--- config.mk ---
export PLATFORM = sky130hd
export DESIGN_NAME = ex_mem_pipe_stage
export DESIGN_NICKNAME = d
export VERILOG_FILES = /design/src/rtl/mips_pipe_pkg.sv /design/src/rtl/pipe_skid_buf.sv /design/src/rtl/ex_mem_pipe_stage.sv
export SDC_FILE = /design/constraint.sdc
export NUM_CORES = 1
export LEC_CHECK = 0
export ABC_CLOCK_PERIOD_IN_PS = 8080
export CELL_PAD_IN_SITES_DETAIL_PLACEMENT = 0
export CELL_PAD_IN_SITES_GLOBAL_PLACEMENT = 1
export CORE_MARGIN = 8
export CORE_UTILIZATION = 37
export DETAILED_ROUTE_END_ITERATION = 8
export PLACE_DENSITY_LB_ADDON = 0.1
export SKIP_CTS_REPAIR_TIMING = 1
export SLEW_MARGIN = 5
export SYNTH_ARGS = -nofsm -noshare
export SYNTH_HDL_FRONTEND = slang
export SYNTH_HIERARCHICAL = 1
export SYNTH_SLANG_ARGS = --single-unit
--- constraint.sdc ---
create_clock -name clk -period 8.08 [get_ports clk]
set_input_delay 1.616 -clock clk [delete_from_list [all_inputs] [get_ports clk]]
set_output_delay 1.616 -clock clk [all_outputs]
set_load 0.02 [all_outputs]
--- src/rtl/mips_pipe_pkg.sv ---
// Shared definitions for the MIPS-style pipeline registers: MEM control bit
// positions, the EX/MEM payload record and the branch condition helper.
package mips_pipe_pkg;

  localparam int MEM_W      = 4;
  localparam int EQ_NE_B    = 3;
  localparam int BRANCH_B   = 2;
  localparam int MEMREAD_B  = 1;
  localparam int MEMWRITE_B = 0;

  localparam int DEF_XLEN = 32;
  localparam int DEF_RA_W = 5;
  localparam int DEF_WB_W = 2;

  // Field order matches the packing order used by ex_mem_pipe_stage (MSB first)
  typedef struct packed {
    logic [DEF_WB_W-1:0] wb;
    logic [MEM_W-1:0]    mem;
    logic [DEF_XLEN-1:0] pc;
    logic                eq;
    logic                ne;
    logic [DEF_XLEN-1:0] alu;
    logic [DEF_XLEN-1:0] rd2;
    logic [DEF_RA_W-1:0] dst;
  } ex_mem_payload_t;

  // eq_ne selects BNE (ne flag) instead of BEQ (eq flag)
  function automatic logic branch_cond(input logic eq_ne, input logic eq, input logic ne);
    return eq_ne ? ne : eq;
  endfunction

endpackage

--- src/rtl/pipe_skid_buf.sv ---
// Generic valid/ready register slice on a W-bit vector: one main entry plus an
// optional skid entry that keeps in_ready a pure register output.
module pipe_skid_buf #(
  parameter int W    = 8,
  parameter bit SKID = 1'b1
) (
  input  logic         clk,
  input  logic         rst,
  input  logic         flush,
  input  logic         in_valid,
  output logic         in_ready,
  input  logic [W-1:0] in_data,
  output logic         out_valid,
  input  logic         out_ready,
  output logic [W-1:0] out_data,
  output logic [1:0]   occupancy
);

  logic         main_valid_reg, main_valid_next;
  logic         skid_valid_reg, skid_valid_next;
  logic [W-1:0] main_data_reg, main_data_next;
  logic [W-1:0] skid_data_reg, skid_data_next;
  logic         accept;
  logic         drain;

  assign in_ready  = SKID ? !skid_valid_reg : (!main_valid_reg || out_ready);
  assign accept    = in_valid && in_ready;
  assign drain     = main_valid_reg && out_ready;
  assign out_valid = main_valid_reg;
  assign out_data  = main_data_reg;
  assign occupancy = {1'b0, main_valid_reg} + {1'b0, skid_valid_reg};

  always_comb begin
    main_valid_next = main_valid_reg;
    skid_valid_next = skid_valid_reg;
    main_data_next  = main_data_reg;
    skid_data_next  = skid_data_reg;
    if (flush) begin
      main_valid_next = 1'b0;
      skid_valid_next = 1'b0;
    end else if (!main_valid_reg || drain) begin
      // Main slot frees up: oldest held beat (skid) goes first to keep FIFO order
      if (skid_valid_reg) begin
        main_data_next  = skid_data_reg;
        main_valid_next = 1'b1;
        skid_valid_next = 1'b0;
      end else if (accept) begin
        main_data_next  = in_data;
        main_valid_next = 1'b1;
      end else begin
        main_valid_next = 1'b0;
      end
    end else if (accept && SKID) begin
      skid_data_next  = in_data;
      skid_valid_next = 1'b1;
    end
  end

  always_ff @(posedge clk or posedge rst) begin
    if (rst) begin
      main_valid_reg <= 1'b0;
      skid_valid_reg <= 1'b0;
      main_data_reg  <= '0;
      skid_data_reg  <= '0;
    end else begin
      main_valid_reg <= main_valid_next;
      skid_valid_reg <= skid_valid_next;
      main_data_reg  <= main_data_next;
      skid_data_reg  <= skid_data_next;
    end
  end

endmodule

--- src/rtl/ex_mem_pipe_stage.sv ---
// EX/MEM pipeline register: buffers the EX beat, decodes the MEM control bundle
// and resolves branch-taken; control outputs read as a bubble when no beat is held.
module ex_mem_pipe_stage
  import mips_pipe_pkg::*;
#(
  parameter int XLEN = 32,
  parameter int RA_W = 5,
  parameter int WB_W = 2,
  parameter int SKID = 1
) (
  input  logic             clk,
  input  logic             rst,
  input  logic             flush,
  input  logic             in_valid,
  output logic             in_ready,
  input  logic [WB_W-1:0]  wb_ctl_in,
  input  logic [3:0]       mem_ctl_in,
  input  logic [XLEN-1:0]  bran_pc_in,
  input  logic             eq_in,
  input  logic             ne_in,
  input  logic [XLEN-1:0]  alu_result_in,
  input  logic [XLEN-1:0]  rd2_in,
  input  logic [RA_W-1:0]  reg_dst_in,
  output logic             out_valid,
  input  logic             out_ready,
  output logic [WB_W-1:0]  wb_ctl_out,
  output logic             mem_read,
  output logic             mem_write,
  output logic             branch,
  output logic             eq_ne,
  output logic [XLEN-1:0]  bran_pc_out,
  output logic [XLEN-1:0]  alu_result_out,
  output logic [XLEN-1:0]  wd_out,
  output logic             eq_out,
  output logic             ne_out,
  output logic [RA_W-1:0]  reg_dst_out,
  output logic             branch_taken,
  output logic [1:0]       occupancy
);

  localparam int PW = WB_W + MEM_W + 3 * XLEN + 2 + RA_W;

  logic [PW-1:0]    in_data;
  logic [PW-1:0]    out_data;
  logic [WB_W-1:0]  wb_held;
  logic [MEM_W-1:0] mem_held;

  assign in_data = {wb_ctl_in, mem_ctl_in, bran_pc_in, eq_in, ne_in,
                    alu_result_in, rd2_in, reg_dst_in};

  pipe_skid_buf #(
    .W    (PW),
    .SKID (SKID != 0)
  ) u_buf (
    .clk       (clk),
    .rst       (rst),
    .flush     (flush),
    .in_valid  (in_valid),
    .in_ready  (in_ready),
    .in_data   (in_data),
    .out_valid (out_valid),
    .out_ready (out_ready),
    .out_data  (out_data),
    .occupancy (occupancy)
  );

  assign {wb_held, mem_held, bran_pc_out, eq_out, ne_out,
          alu_result_out, wd_out, reg_dst_out} = out_data;

  // Payload stays visible when idle; only control is forced to a bubble
  assign wb_ctl_out   = out_valid ? wb_held : '0;
  assign mem_read     = out_valid && mem_held[MEMREAD_B];
  assign mem_write    = out_valid && mem_held[MEMWRITE_B];
  assign branch       = out_valid && mem_held[BRANCH_B];
  assign eq_ne        = out_valid && mem_held[EQ_NE_B];
  assign branch_taken = branch && branch_cond(mem_held[EQ_NE_B], eq_out, ne_out);

endmodule

==> results_dict.tcl, run 1 <==
set metrics [dict create \
    max-slew-margin-rel_pct 32.8 \
    gp_congestion 0.721 \
    ff2ff_setup_slack_ns 4.78 \
    wl_per_cell_um 19.5 \
    die_w_um 178 \
    clock_skew_ns 0.0166 \
    synthMuxAreaShare_pct 38.8 \
    combinationalPowerShare_pct 23.4 \
    hold_path_class "register to register" \
    slowest_stage "buf_4" \
    port_buffers 227 \
    hp-start "u_buf/out_data[104]$_DFFE_PP0P_" \
    cp_num_buf_inv 3 \
    fin_ws_ns 4.12 \
    crit_family "buffers and inverters" \
    synthAdderAreaFrac_pct 0.129 \
    syn-instance-count 602 \
    worst_slew_pin_slew_ns 1.01 \
    syn_nets 717 \
    clockBufferDepth 3 \
    cp_data_required_time_ns 8.45 \
    hold_viol 0 \
    seq_power_share_pct 45.3 \
    internal_power_mw 2.41 \
    cp_common_cell "buf_4" \
    clk-insertion-delay-late_ns 0.51 \
    post-place-ws_ns 3.60 \
    grt_use_total_pct 14.3 \
    cpPeakStageDelay_ns 0.84 \
    critPathKind "input port to register" \
    synth_compound_area_share_pct 0.0515 \
    yosys_warnings 6 \
    avgSynthCellArea_um2 16.1 \
    num_rows 59 \
    p_total_mw 3.26 \
    p_clk_share_pct 31.3 \
    worstSetupStartpointType "input port" \
    synth_ff_type "dfrtp_1" \
    ioPinCount 228 \
    grt_setup_unrepaired "false" \
    ys_top_cells_by_area "dfrtp_1 (57%), mux2_2 (36%), mux2_4 (3.1%), buf_6 (1.7%), buf_4 (0.85%)" \
    synth_simple_gate_area_share_pct 1.13 \
    clock_sinks 220 \
    cts_buffers 25 \
    netlist_area_um2 9710 \
    finalCritPeriodShare_pct 49.0 \
    period_minus_slack_ns 3.96 \
    status "finished, final reports clean" \
    fillers 2230 \
    worst_setup_path_end_kind "register" \
    netlist-cell-type-count 19 \
    timing.fmax_mhz 252 \
    vdd_drop_max_v 0.000144 \
    crit_chain "clkdlybuf4s50_1 -> nor2b_4 -> nor3_4 -> buf_4 -> buf_4 -> mux2_2" \
    path_max_fanout 67 \
    crit_start "out_ready" \
    wl_um 22900 \
    grt_max_degree 148 \
    dp_hpwl_um 15200 \
    die_h_um 178 \
    timing.rr.end "u_buf/out_data[98]$_DFFE_PP0P_" \
    setup_viol 0 \
    h-tree-depth 1 \
    final_nets 940 \
    p_sw_share_pct 26.1 \
    synth_top_family_by_area "multiplexers" \
    area_growth_pct 32.9 \
    drive_gt1_share_pct 44.5 \
    critical_path_depth 6 \
    grt_pass1_wl_um 36600 \
    final_common_cell "mux2_2" \
    final-max-slew-violation-count 0 \
    reg2reg_depth 5 \
    setup_tns_ns 0 \
    drtAntennaViolNets 0 \
    ys_ff_latch 220 \
    gr-total-overflow 0 \
    grt_pass1_vias 6418 \
    drv_cap 0 \
    synth_top_area_cell "dfrtp_1" \
    viasPerCell 4.83 \
    whs_ns 0.497 \
    synth-xor-area-share_pct 0 \
    power.leakage_nw 5.36 \
    core_area_um2 25900 \
    num_antenna_cells 0 \
    clk_pin_slew_ns 0.05 \
    arrival_ns 4.33 \
    cts_tree "done" \
    drt_iter0_drc 228 \
    drtPass1Iterations 4 \
    vias 5678 \
    drcViolationCount 0 \
    timing.rr.start "u_buf/skid_valid_reg$_DFFE_PP0P_" \
    die_area_um2 31700 \
    seq_area_frac_synth_pct 56.7 \
    async_flop_share_pct 100 \
    synth_top_area_share_pct 56.7 \
    synth_edf_count 0 \
    power_density_nw_per_um2 252 \
    p_sw_mw 0.851 \
    critPathCapture "u_buf/out_data[98]$_DFFE_PP0P_" \
    start_util_pct 37.5 \
    antenna_found_initial 2 \
    mostFrequentLayoutCells "mux2_2 (307), clkdlybuf4s50_1 (227), dfrtp_1 (219)" \
    cts-root-buf "clkbuf_16" \
]
-- worst reg2reg max path, stage by stage, from the launching register on --
cell and delay [ns]:
dfrtp_4 0.92, nor2_2 0.16, nor3_4 0.14, buf_4 0.56
buf_4 0.87, mux2_2 0.51
-- cells in the mapped netlist, types with 2 or more instances --
cell type,n
buf_2,10
mux2_2,307
inv_1,2
buf_4,11
mux2_4,20
nor2b_4,2
dfrtp_1,220
and2_2,5
buf_6,15
-- metrics by stage --
step           instances  util (%)  cell area [um2]
2_1_floorplan        602         -             9710
3_3_place_gp        1133      47.0            12200
3_5_place_dp        1133      47.0            12200
4_1_cts             1176      49.8            12900
5_1_grt             1176      49.8            12900
6_report            1176      49.8            12900
-- cell families (layout without fill, tap and decap cells) --
| family | count (synthesis) | in the layout |
|---|---|---|
| fa+ha+maj | 1 | 1 |
| mux | 328 | 328 |
| compound gates | 1 | 1 |
| buf+inv | 38 | 277 |
| simple gates | 14 | 14 |
| flops | 220 | 220 |
-- power groups by stage --
stage	sequential [mW]	combinational, mW	clock (mW)
floorplan	1.58	0.325	0
global route	1.51	0.817	1.11
CTS	1.48	0.779	1.07
finish	1.47	0.763	1.02
detailed placement	1.49	0.777	0
global placement	1.48	0.757	0
-- worst min-delay path by stage --
stage | end | depth (start not counted)
CTS | u_buf/skid_data_reg[5]$_DFFE_PP0P_ | 1
finish | u_buf/out_data[104]$_DFFE_PP0P_ | 1
floorplan | u_buf/out_data[103]$_DFFE_PP0P_ | 1
detailed placement | u_buf/skid_data_reg[43]$_DFFE_PP0P_ | 1
global route | u_buf/skid_data_reg[4]$_DFFE_PP0P_ | 1
global placement | u_buf/skid_data_reg[7]$_DFFE_PP0P_ | 1
-- area by class of cell --
| type | count | area, um2 | share of cell area, % |
|---|---|---|---|
| repair buffers | 232 | 2310 | 17.9 |
| well taps | 335 | 419 | 3.25 |
| inverters | 2 | 15.0 | 0.116 |
| multi-input cells | 344 | 3910 | 30.3 |
| clock buffers | 43 | 733 | 5.68 |
| flip-flops and latches | 220 | 5510 | 42.7 |
-- layer usage --
metal	vias to the layer above	track usage (%)	part of all wire, %
li1	2602	-	-
met1	2894	18.2	42
met2	152	23.7	48
met3	26	4.47	7.6
met4	4	3.09	1.4
met5	-	0	0.10
(Power assumes the default switching activity.)
==> inputs of run 2 (changes only) <==
--- a/config.mk
+++ b/config.mk
@@ -5,7 +5,7 @@
 export SDC_FILE = /design/constraint.sdc
 export NUM_CORES = 1
 export LEC_CHECK = 0
-export ABC_CLOCK_PERIOD_IN_PS = 8080
+export ABC_CLOCK_PERIOD_IN_PS = 3300
 export CELL_PAD_IN_SITES_DETAIL_PLACEMENT = 0
 export CELL_PAD_IN_SITES_GLOBAL_PLACEMENT = 1
 export CORE_MARGIN = 8
==> constraint.sdc (replaced) <==
create_clock -name clk -period 3.3 [get_ports clk]
set_input_delay 0.66 -clock clk [delete_from_list [all_inputs] [get_ports clk]]
set_output_delay 0.66 -clock clk [all_outputs]
set_load 0.02 [all_outputs]
==> results_dict.tcl, run 2 (synthesis gave the netlist of run 1 again) <==
set metrics [dict create \
    power.leakage_nw 5.53 \
    grt_pass1_wl_um 36300 \
    ioPinCount 228 \
    clock_sinks 220 \
    whs_ns 0.500 \
    grt_setup_unrepaired "false" \
    clk-insertion-delay-late_ns 0.52 \
    p_total_mw 8.30 \
    viasPerCell 4.80 \
    num_rows 59 \
    finalCritPeriodShare_pct 81.8 \
    drtAntennaViolNets 0 \
    drv_cap 0 \
    h-tree-depth 1 \
    clk_pin_slew_ns 0.06 \
    worst_setup_path_end_kind "output pin" \
    dp_hpwl_um 15800 \
    wl_um 23000 \
    worst_slew_pin_slew_ns 0.892 \
    ff2ff_setup_slack_ns 1.22 \
    drcViolationCount 0 \
    drt_iter0_drc 188 \
    gp_congestion 0.719 \
    wl_per_cell_um 19.3 \
    dpl-instance-area_um2 12400 \
    timing.fmax_mhz 371 \
    setup_tns_ns 0 \
    grt_max_degree 61 \
    final-max-slew-violation-count 0 \
    p_sw_mw 2.15 \
    vdd_drop_max_v 0.000426 \
    p_clk_share_pct 33.7 \
    path_max_fanout 10 \
    drtPass1Iterations 4 \
    cts_tree "done" \
    antenna_found_initial 0 \
    final_common_cell "mux2_2" \
    die_w_um 178 \
    grt_pass1_vias 6524 \
    fin_util_pct 51.0 \
    fillers 2209 \
    fin_area_um2 13200 \
    cts_buffers 25 \
    setup_viol 0 \
    area_growth_pct 36.0 \
    clockBufferDepth 3 \
    die_area_um2 31700 \
    clock_skew_ns 0.0164 \
    period_minus_slack_ns 2.70 \
    hold_viol 0 \
    cp_data_required_time_ns 2.64 \
    max-slew-margin-rel_pct 40.6 \
    grt_use_total_pct 14.3 \
    cts-root-buf "clkbuf_16" \
    status "finished, final reports clean" \
    mostFrequentLayoutCells "mux2_2 (307), clkdlybuf4s50_1 (227), dfrtp_1 (219)" \
    num_antenna_cells 0 \
    seq_power_share_pct 43.5 \
    final_nets 953 \
    internal_power_mw 6.15 \
    start_util_pct 37.5 \
    power_density_nw_per_um2 628 \
    p_sw_share_pct 25.9 \
    arrival_ns 2.04 \
    core_area_um2 25900 \
    hold_path_class "register to register" \
    drive_gt1_share_pct 46.6 \
    port_buffers 227 \
    critPathKind "register to output pin" \
    vias 5725 \
    worstSetupStartpointType "register" \
    gr-total-overflow 0 \
    combinationalPowerShare_pct 22.9 \
    die_h_um 178 \
]
## run 2: changes by cell type in the layout (fill, tap and decap cells not counted)
| cell | change |
|---|---|
| clkbuf_1 | -9 |
| buf_12 | +8 |
| buf_4 | +5 |
| clkinv_2 | +5 |
| clkbuf_8 | +4 |
| bufinv_16 | +2 |
| clkinvlp_4 | +1 |
| inv_6 | +1 |
| inv_8 | -1 |
## run 2: path summary, 6_finish.rpt
path	from	to	cells past startpoint
hold / removal	u_buf/skid_data_reg[23]$_DFFE_PP0P_	u_buf/skid_data_reg[23]$_DFFE_PP0P_	1
hold reg to reg	u_buf/skid_data_reg[23]$_DFFE_PP0P_	u_buf/skid_data_reg[23]$_DFFE_PP0P_	1
min in group asynchronous	rst	u_buf/out_data[63]$_DFFE_PP0P_	2
setup / recovery	u_buf/out_valid$_DFFE_PP0P_	branch_taken	3
max in group asynchronous	rst	u_buf/out_data[21]$_DFFE_PP0P_	3
setup reg to reg	u_buf/out_valid$_DFFE_PP0P_	u_buf/skid_data_reg[86]$_DFFE_PP0P_	4
## run 2: through the flow
stage	std cells	worst slack (ns)
2_1_floorplan	602	-0.228
3_3_place_gp	1146	0.646
3_5_place_dp	1146	0.591
4_1_cts	1192	0.521
5_1_grt	1192	0.481
6_report	1192	0.601
## run 2: worst max-delay path, cell delays in order (launching register included)
cell,delay (ns)
dfrtp_1,0.55
and2_4,0.23
nor2b_4,0.14
clkdlybuf4s50_1,0.61
## run 2: area by class of cell
type | instances | area, um2 | area share [%]
flip-flops and latches | 220 | 5510 | 41.7
clock buffers | 38 | 754 | 5.71
multi-input cells | 344 | 3910 | 29.6
inverters | 2 | 11.3 | 0.0853
well taps | 335 | 419 | 3.17
repair buffers | 245 | 2510 | 19.0
clock inverters | 8 | 93.8 | 0.710
## run 2: per-layer routing
layer | GRT usage, % | share of wire [%] | wire length, um | vias to the layer above
met5 | 0 | 0 | 0 | -
met3 | 3.77 | 6.7 | 1550 | 34
met2 | 23.5 | 48 | 11000 | 147
met4 | 3.33 | 2.0 | 459 | 0
met1 | 18.6 | 44 | 10000 | 2899
li1 | - | - | - | 2645
## run 2: power groups by stage
stage | registers, mW | clock network (mW) | logic [mW]
global route | 3.69 | 3.00 | 2.02
global placement | 3.63 | 0 | 1.89
floorplan | 3.87 | 0 | 0.795
detailed placement | 3.65 | 0 | 1.93
CTS | 3.61 | 2.90 | 1.94
finish | 3.61 | 2.79 | 1.90
==> inputs of run 3 (changes only) <==
--- a/config.mk
+++ b/config.mk
@@ -5,7 +5,7 @@
 export SDC_FILE = /design/constraint.sdc
 export NUM_CORES = 1
 export LEC_CHECK = 0
-export ABC_CLOCK_PERIOD_IN_PS = 3300
+export ABC_CLOCK_PERIOD_IN_PS = 2200
 export CELL_PAD_IN_SITES_DETAIL_PLACEMENT = 0
 export CELL_PAD_IN_SITES_GLOBAL_PLACEMENT = 1
 export CORE_MARGIN = 8
==> constraint.sdc (replaced) <==
create_clock -name clk -period 2.2 [get_ports clk]
set_input_delay 0.44 -clock clk [delete_from_list [all_inputs] [get_ports clk]]
set_output_delay 0.44 -clock clk [all_outputs]
set_load 0.02 [all_outputs]
==> results_dict.tcl, run 3 (synthesis gave the netlist of run 1 again) <==
set metrics [dict create \
    status "finished, final reports clean" \
    clk-insertion-delay-late_ns 0.51 \
    p_total_mw 12.6 \
    antenna_found_initial 0 \
    port_buffers 227 \
    core_area_um2 25900 \
    period_minus_slack_ns 2.11 \
    num_antenna_cells 0 \
    dp.cells 1150 \
    final_common_cell "mux2_2" \
    grt_pass1_vias 6478 \
    worst_slew_pin_slew_ns 0.760 \
    max-slew-margin-rel_pct 49.3 \
    gr-total-overflow 0 \
    viasPerCell 4.81 \
    hold_viol 0 \
    cts_tree "done" \
    multiInputGateArea_um2 3910 \
    arrival_ns 1.67 \
    setup_tns_ns 0 \
    drcViolationCount 0 \
    clockBufferDepth 3 \
    drtAntennaViolNets 0 \
    area_growth_pct 37.6 \
    finalCritPeriodShare_pct 95.9 \
    wl_um 23500 \
    gp_congestion 0.750 \
    timing.fmax_mhz 474 \
    critPathKind "register to output pin" \
    timing.rr.start "u_buf/skid_valid_reg$_DFFE_PP0P_" \
    vias 5772 \
    ioPinCount 228 \
    grt_max_degree 94 \
    drtPass1Iterations 4 \
    reg2reg_depth 3 \
    worstSetupStartpointType "register" \
    die_area_um2 31700 \
    wl_per_cell_um 19.6 \
    dp_hpwl_um 16500 \
    cts-root-buf "clkbuf_16" \
    clk_pin_slew_ns 0.06 \
    path_max_fanout 7 \
    num_rows 59 \
    cts_buffers 26 \
    mostFrequentLayoutCells "mux2_2 (307), clkdlybuf4s50_1 (218), dfrtp_1 (218)" \
    grt_setup_unrepaired "false" \
    fillers 2176 \
    clock_skew_ns 0.0108 \
    stdcell_count 1199 \
    power_density_nw_per_um2 946 \
    worst_setup_path_end_kind "output pin" \
    setup_viol 0 \
    drt_iter0_drc 213 \
    final-max-slew-violation-count 0 \
    ff2ff_setup_slack_ns 0.31 \
    drv_cap 0 \
    final_nets 959 \
    start_util_pct 37.5 \
    cp_data_required_time_ns 1.76 \
    h-tree-depth 1 \
    grt_pass1_wl_um 36500 \
    vdd_drop_max_v 0.000519 \
    clock_sinks 220 \
    drive_gt1_share_pct 47.2 \
    timing.rr.end "u_buf/out_data[49]$_DFFE_PP0P_" \
    fin_util_pct 51.6 \
    die_w_um 178 \
    seq_area_um2 5510 \
    hold_path_class "input port to asynchronous set/reset pin" \
    grt_use_total_pct 14.5 \
    die_h_um 178 \
    power.leakage_nw 5.74 \
]
-- run 3: cell types whose count changed in the layout (fill, tap and decap cells not counted), sizes merged --
cell | before | now
buf | 18 | 23
clkdlybuf4s50 | 227 | 218
clkinv | 5 | 7
dlymetal6s2s | 0 | 9
-- run 3: critical path, cell delays in order (launching register included) --
cell	delay (ns)
dfrtp_4	0.51
inv_1	0.06
clkdlybuf4s50_1	0.59
-- run 3: routing by layer --
layer | vias up | routed length, um | track usage, %
li1 | 2646 | - | -
met1 | 2946 | 9970 | 18.2
met2 | 157 | 11500 | 24.4
met3 | 23 | 1740 | 4.19
met4 | 0 | 268 | 2.88
met5 | - | 0 | 0
-- run 3: worst max-delay path by stage --
stage	startpoint	to	slack (ns)	cells after the start
3_5_place_dp	out_ready	u_buf/out_data[64]$_DFFE_PP0P_	0.07	6
2_1_floorplan	rst	u_buf/out_data[0]$_DFFE_PP0P_	-1.11	1
6_report	u_buf/skid_valid_reg$_DFFE_PP0P_	in_ready	0.09	2
5_1_grt	u_buf/skid_valid_reg$_DFFE_PP0P_	in_ready	0.03	2
4_1_cts	u_buf/out_valid$_DFFE_PP0P_	branch_taken	-0.37	3
3_3_place_gp	out_ready	u_buf/out_data[94]$_DFFE_PP0P_	0.08	6
-- run 3: stage by stage --
step,hold slack (ns),setup WS [ns],area (um2)
5_1_grt,0.195,0.0288,13400
6_report,0.214,0.0897,13400
3_5_place_dp,0.487,0.0653,12400
3_3_place_gp,0.480,0.0821,12400
4_1_cts,0.197,-0.374,13300
2_1_floorplan,0.473,-1.11,9710
-- run 3: cell type report --
| type | instances | area share (%) |
|---|---|---|
| Sequential cell | 220 | 41.2 |
| Multi-Input combinational cell | 344 | 29.3 |
| Timing Repair Buffer | 250 | 19.6 |
| Clock buffer | 38 | 5.89 |
| Tap cell | 335 | 3.14 |
| Clock inverter | 10 | 0.796 |
| Inverter | 2 | 0.0843 |
-- run 3: where the power goes --
part           internal, mW  switching (mW)  total, mW  leakage, nW
logic                  1.70            1.17       2.87         2.65
registers              4.95           0.477       5.42         2.64
clock network          2.71            1.64       4.35        0.449
